[config.mk]
export PLATFORM = sky130hd
export DESIGN_NAME = accsync_corr
export DESIGN_NICKNAME = d
export VERILOG_FILES = /design/src/rtl/accsync_corr.sv
export SDC_FILE = /design/constraint.sdc
export NUM_CORES = 1
export LEC_CHECK = 0
export CAP_MARGIN = 20
export CORE_AREA = 2 2 147 149
export CTS_BUF_LIST = sky130_fd_sc_hd__clkbuf_4 sky130_fd_sc_hd__clkbuf_8
export DETAILED_ROUTE_END_ITERATION = 10
export DIE_AREA = 0 0 149 151
export SYNTH_ARGS = -nofsm -noshare
export SYNTH_HDL_FRONTEND = slang
export SYNTH_SLANG_ARGS = --single-unit
[constraint.sdc]
create_clock -name clk_6M -period 12.2 [get_ports clk_6M]
set_clock_uncertainty 0.2 [all_clocks]
set_input_delay 1.22 -clock clk_6M [delete_from_list [all_inputs] [get_ports clk_6M]]
set_output_delay 1.22 -clock clk_6M [all_outputs]
set_load 0.01 [all_outputs]
[src/rtl/accsync_corr.sv]
// Receive access-code correlator: slides a 64-bit window over rxbit, declares sync within an
// error threshold, checks the 4-bit trailer and emits header/payload start pulses.
module accsync_corr (
    input  logic        clk_6M,
    input  logic        rstz,
    input  logic        p_1us,
    input  logic        rxbit,
    input  logic        corr_en,
    input  logic [63:0] regi_syncword,
    input  logic [5:0]  regi_corr_thr,
    input  logic [9:0]  regi_search_win,
    input  logic        regi_trailer_chk,
    output logic        corr_busy,
    output logic        sync_found_p,
    output logic        rx_trailer_st_p,
    output logic        rx_header_st_p,
    output logic        trailer_err_p,
    output logic        search_timeout_p,
    output logic [6:0]  rx_sync_errcnt
);

    typedef enum logic [1:0] {IDLE, SEARCH, TRAILER, DONE} state_t;

    state_t      state;
    logic [63:0] sreg;
    logic [6:0]  fill;
    logic [9:0]  win_cnt;
    logic [1:0]  trl_cnt;
    logic        trl_bad;
    logic        hit_eval;
    logic        trl_eval;
    logic [6:0]  err_cnt;
    logic        hit;
    logic        timeout;
    logic        trl_done;
    logic        trl_ok;
    logic        trl_fail;
    logic        exp_trl_bit;

    always_comb begin
        err_cnt = 7'd0;
        for (int i = 0; i < 64; i++) begin
            err_cnt = err_cnt + {6'd0, sreg[i] ^ regi_syncword[i]};
        end
    end

    // Decisions are taken in the cycle after a strobe and gated by corr_en so an enable drop
    // in that same cycle suppresses the pulse.
    assign hit      = corr_en && (state == SEARCH) && hit_eval && (fill == 7'd64) &&
                      (err_cnt <= {1'b0, regi_corr_thr});
    assign timeout  = corr_en && (state == SEARCH) && hit_eval && !hit &&
                      (regi_search_win != 10'd0) && (win_cnt >= regi_search_win);
    assign trl_done = corr_en && (state == TRAILER) && trl_eval;
    assign trl_ok   = trl_done && (!trl_bad || !regi_trailer_chk);
    assign trl_fail = trl_done && trl_bad && regi_trailer_chk;

    assign exp_trl_bit = trl_cnt[0] ? regi_syncword[63] : ~regi_syncword[63];

    assign corr_busy        = (state == SEARCH) || (state == TRAILER);
    assign sync_found_p     = hit;
    assign rx_trailer_st_p  = hit;
    assign rx_header_st_p   = trl_ok;
    assign trailer_err_p    = trl_fail;
    assign search_timeout_p = timeout;

    always_ff @(posedge clk_6M or negedge rstz) begin
        if (!rstz) begin
            state          <= IDLE;
            sreg           <= 64'd0;
            fill           <= 7'd0;
            win_cnt        <= 10'd0;
            trl_cnt        <= 2'd0;
            trl_bad        <= 1'b0;
            hit_eval       <= 1'b0;
            trl_eval       <= 1'b0;
            rx_sync_errcnt <= 7'd0;
        end else begin
            hit_eval <= 1'b0;
            trl_eval <= 1'b0;
            if (!corr_en) begin
                state <= IDLE;
            end else begin
                case (state)
                    IDLE: begin
                        state   <= SEARCH;
                        fill    <= 7'd0;
                        win_cnt <= 10'd0;
                        trl_cnt <= 2'd0;
                        trl_bad <= 1'b0;
                    end
                    SEARCH: begin
                        if (hit) begin
                            state          <= TRAILER;
                            rx_sync_errcnt <= err_cnt;
                            trl_cnt        <= 2'd0;
                            trl_bad        <= 1'b0;
                        end else if (timeout) begin
                            state <= DONE;
                        end else if (p_1us) begin
                            sreg     <= {rxbit, sreg[63:1]};
                            fill     <= (fill == 7'd64) ? 7'd64 : fill + 7'd1;
                            win_cnt  <= (win_cnt == 10'h3FF) ? win_cnt : win_cnt + 10'd1;
                            hit_eval <= 1'b1;
                        end
                    end
                    TRAILER: begin
                        if (trl_ok) begin
                            state <= DONE;
                        end else if (trl_fail) begin
                            // Window counter keeps running so the search window still bounds retries.
                            state <= SEARCH;
                            fill  <= 7'd0;
                        end else if (p_1us) begin
                            if (rxbit != exp_trl_bit) trl_bad <= 1'b1;
                            trl_cnt <= trl_cnt + 2'd1;
                            if (trl_cnt == 2'd3) trl_eval <= 1'b1;
                        end
                    end
                    DONE: begin
                        state <= DONE;
                    end
                    default: begin
                        state <= IDLE;
                    end
                endcase
            end
        end
    end

endmodule

# Yosys cells after proc, flatten, opt, wreduce, memory -nomap -nowiden
# Cells that the tools add are included.
word_totals:
  input_bits: 86
  ff_bits: 95
  out_inout_bits: 13
classes:
  n_reduce_logical: 28
  n_bitwise: 67
  eq_ne: 19
  magnitude_cmp: 2
  muxes: 41
  add_sub_neg: 66
ops:
  columns: ["op", "count"]
  rows:
  - ["$add A7 B1 Y7", 57]
  - ["$xor A1 B1 Y1", 64]
  - ["$mux W7", 6]
  - ["$mux W10", 4]
  - ["$pmux W7 S3", 1]
  - ["$pmux W10 S2", 1]
  - ["$mux W2", 9]
  - ["$ne A2 B2 Y1 const B", 9]
  - ["$mux W1", 17]
  - ["$reduce_and A7 Y1", 2]
  - ["$logic_and A1 B1 Y1", 12]
  - ["$reduce_and A6 Y1", 2]
  - ["$add A10 B1 Y10 const B", 1]
  - ["$eq A10 B10 Y1 const B", 1]
  - ["$ge A10 B10 Y1", 1]
  - ["$reduce_bool A10 Y1", 1]
  - ["$ne A4 B4 Y1 const B", 2]
  - ["$pmux W2 S4", 1]
  - ["$add A6 B1 Y7", 1]
  - ["$add A7 B1 Y7 const B", 1]
  - ["$eq A7 B7 Y1 const B", 1]
  - ["$le A7 B6 Y1", 1]
  - ["$add A5 B1 Y6", 1]
  - ["$eq A2 B2 Y1 const B", 3]
  - ["other kinds (19)", 24]

# Longest topological paths before layout
logic_depth:
  word_depth: 74
  ltp_mapped: 30

# Worst setup path after synthesis
# OpenSTA, ideal clock, no wires.
synth_path:
  path_kind: "input-to-output"
  from: "input regi_syncword[17]"
  to: "output sync_found_p"
  cell_stages: 24
  t_arrival_ps: 8058
  slack_ps: 2722
  n_path_buf: 1
  required_ps: 10780
  path_cell_list: "xor2_1 > fa_1 > inv_1 > fa_1 > inv_1 > fa_1 > fa_1 > fa_1 > fa_1 > inv_1 > fa_1 > fa_1 > inv_1 > ha_1 > fa_1 > a211oi_1 > nor2_1 > nor2b_1 > ha_1 > a21o_1 > a21oi_1 > a21oi_1 > nor3_1 > buf_4"
synth_via:
  elab_chain_cells: 50
synth_rtl:
  columns: ["item", "line", "source"]
  rows:
  - ["start: declaration", "9", "input logic [63:0] regi_syncword,"]
  - ["$xor A1 B1 Y1", "43", "err_cnt = err_cnt + {6'd0, sreg[i] ^ regi_syncword[i]};"]
  - ["$add A7 B1 Y7 (47 in a row)", "43", null]
  - ["net err_cnt[4]", "32", "logic [6:0] err_cnt;"]
  - ["$le A7 B6 Y1", "50", "(err_cnt <= {1'b0, regi_corr_thr});"]
  - ["$logic_and A1 B1 Y1", "49", "assign hit = corr_en && (state == SEARCH) && hit_eval && (fill == 7'd64) &&"]
  - ["end: declaration", "14", "output logic sync_found_p,"]
# The timed path passes the listed nets, and every way through them passes these cells.

# Worst setup path in the final report
# Same ends and word-level chain as after synthesis.

==> flow_metrics.py <==
metrics = {
    "yosys": {
        "syn_area_mm2": 0.00700,
        "syn-instance-count": 603,
        "synthFlopType": "dfrtp_1",
        "ys_seq_area_share_pct": 34.0,
        "avgSynthCellArea_um2": 11.6,
        "ys_warn_count": 0,
        "synth_cell_types": 55,
        "ys_ff_latch": 95,
        "synth_fp_nets": 783,
        "async_reset_ff_share_pct": 100,
        "synth_edf_count": 0,
    },
    "layout": {
        "antenna_cells": 0,
        "seq_area_mm2": 0.00238,
        "fin_util_pct": 40.5,
        "nNetsFinal": 877,
        "multi_input_area_mm2": 0.00421,
        "drive_above_1_share_pct": 13.0,
        "postLayoutCellArea_mm2": 0.00843,
        "n_fill_cell": 2035,
        "syn2layout_area_growth_pct": 20.5,
    },
    "floorplan": {
        "start_util_pct": 33.6,
        "coreArea_mm2": 0.0208,
        "ios": 99,
        "die_w_um": 149,
        "die_h_um": 151,
        "rows": 53,
        "design.die.area_mm2": 0.0225,
    },
    "clocking": {
        "clockBufferDepth": 2,
        "cts-resized-gates": 0,
        "cts_sinks": 95,
        "ctsHoldBuffers": 0,
        "post_cts_buffers": 0,
        "root_buffer": "clkbuf_8",
        "cts_buffers": 9,
        "htreeDepth": 3,
        "cts_tree": "yes",
        "clkTransAtPathRegs_ps": 90,
        "clock_latency_ps": 390,
    },
    "routing": {
        "totalWireLength_mm": 15.1,
        "first_pass_iters": 4,
        "post_drt_wl_per_cell_um": 15.5,
        "postRouteAntennaNets": 0,
        "via_per_inst": 4.66,
        "drc_errors": 0,
        "drtIter0Drc": 258,
        "num_vias": 4554,
    },
    "worst_setup_path": {
        "worst_setup_path_start_kind": "input port",
        "crit_required_ps": 10780,
        "worstRegToRegCells": 27,
        "crit_arrival_ps": 9550,
        "cp_max_fo": 6,
        "r2r-start": "sreg[17]",
        "r2r_slack_ps": 3140,
        "r2r_end": "sreg[18]",
        "worstSetupPathType": "input port to output port",
        "cp-end-kind": "output port",
    },
    "min_path": {
        "min_from": "rx_sync_errcnt[1]",
        "hold_depth": 2,
        "hold_class": "flop to flop",
        "whs_endpoint": "rx_sync_errcnt[1]",
    },
    "placed_design": {
        "dpl-instance-area_mm2": 0.00824,
        "routabilityCongestion": 0.778,
        "port_buffers": 98,
        "hpwl_mm": 11.8,
    },
    "timing": {
        "max_slew.worst_pin.slew_ps": 968,
        "relSlewSlack_pct": 35.0,
        "hold_viol": 0,
        "fmax_mhz": 91.1,
        "grt_setup_unrepaired": "no",
        "tns_ps": 0,
        "finalMaxSlewViolations": 0,
        "min_period_ps": 10970,
        "setup_violations": 0,
        "post-route-period-util_pct": 89.9,
    },
    "status": {
        "outcome": "finished, final reports clean",
    },
    "grt": {
        "overflow": 0,
        "antenna_found_initial": 0,
        "grtUsageTotal_pct": 14.1,
        "grt_max_degree": 50,
        "grt_pass1_vias": 4633,
        "grt_pass1_wl_mm": 24.4,
    },
    "flow_run": {
        "cap_violations": 0,
    },
}
-- worst max-delay path: stages --
cell	delay, ps
clkdlybuf4s50_1	420
xor2_1	190
fa_1	570
inv_1	70
fa_1	530
inv_1	50
fa_1	520
fa_1	440
fa_1	530
fa_1	540
inv_1	60
fa_1	500
fa_1	550
inv_1	40
ha_1	220
fa_1	420
a211oi_1	270
nor2_1	90
nor2b_1	160
ha_1	270
a21o_1	160
a21oi_1	150
a21oi_1	130
nor3_1	760
clkdlybuf4s50_1	690
-- synth_stat cells, drive strengths merged, types with 3 or more instances --
library cell	instances	area, µm²
o211ai	7	52.6
o21ai	9	45.0
or4	4	30.0
and4	4	37.5
o31ai	11	82.6
mux2i	3	30.0
and3	6	37.5
dfrtp	95	2380
nor2b	3	18.8
a21o	3	22.5
inv	81	304
nand4	6	37.5
clkbuf	11	41.3
o41ai	3	26.3
nand2b	6	37.5
nor2	15	56.3
o21a	3	22.5
or3	7	43.8
fa	54	1080
nand2	30	113
mux2	66	927
xnor2	29	254
nand3	14	70.1
ha	40	500
a21oi	11	55.1
nor3	5	25.0
xor2	40	350
buf	8	80.1
-- kinds of logic (layout without fill, tap and decap cells) --
group                      Yosys count  in the layout  share of synthesized area, %
xor gates and xnor gates            69             69                          8.63
AOI/OAI and AO/OA                   67             67                          6.85
buffers and inverters              100            199                          6.08
and+or+nand+nor                    109            109                          8.21
adders and majority gates           94             94                          22.6
muxes                               69             69                          13.7
DFF                                 95             95                          34.0
-- cell type report --
| type | count | share of cell area [%] |
|---|---|---|
| Multi-Input combinational cell | 408 | 49.9 |
| Timing Repair Buffer | 102 | 12.0 |
| Clock inverter | 6 | 0.623 |
| Inverter | 81 | 3.61 |
| Tap cell | 275 | 4.08 |
| Clock buffer | 10 | 1.63 |
| Sequential cell | 95 | 28.2 |
-- cells in the final DEF, fill, tap and decap left out, types with 3 or more instances in the layout --
cell and n:
a21o_1 3, a21oi_1 11, and3_1 6, and4_1 3
buf_4 5, clkbuf_8 10, clkdlybuf4s50_1 97, dfrtp_1 95
fa_1 54, ha_1 40, inv_1 81, mux2_2 17
mux2_4 49, mux2i_1 3, nand2_1 30, nand2b_1 6
nand3_1 14, nand4_1 6, nor2_1 15, nor2b_1 3
nor3_1 4, o211ai_1 7, o21a_1 3, o21ai_0 9
o31ai_1 11, o41ai_1 3, or3_1 7, or4_1 4
xnor2_1 29, xor2_1 40
-- worst max-delay path by stage --
stage | startpoint | end
2_1_floorplan | regi_syncword[17] | sync_found_p
3_3_place_gp | regi_syncword[17] | rx_trailer_st_p
3_5_place_dp | regi_syncword[17] | sync_found_p
4_1_cts | regi_syncword[0] | sync_found_p
5_1_grt | regi_syncword[1] | rx_trailer_st_p
6_report | regi_syncword[17] | sync_found_p
-- metrics by stage --
stage | setup slack [ps] | std cells | hold slack (ps)
CTS | 1200 | 977 | 290
detailed placement | 1240 | 961 | 270
finish | 1230 | 977 | 283
global placement | 1340 | 961 | 251
global route | 748 | 977 | 313
floorplan | 2720 | 603 | 259
-- state kept, by name, summed over array words and instances, names as in the netlist, 2 cells and up --
| name | flops |
|---|---|
| fill | 7 |
| rx_sync_errcnt | 7 |
| sreg | 64 |
| state | 2 |
| trl_cnt | 2 |
| win_cnt | 10 |
-- routing by layer --
layer	wire, µm	part of all wire [%]	GRT usage, %
met4	187	1.2	3.71
met5	0	0	0
met1	7180	47	20.0
met2	7120	47	21.8
met3	653	4.3	3.10
Power is left out: the tool's default activity adds up to more than one toggle a clock period on the data nets, which glitch-free logic cannot reach.
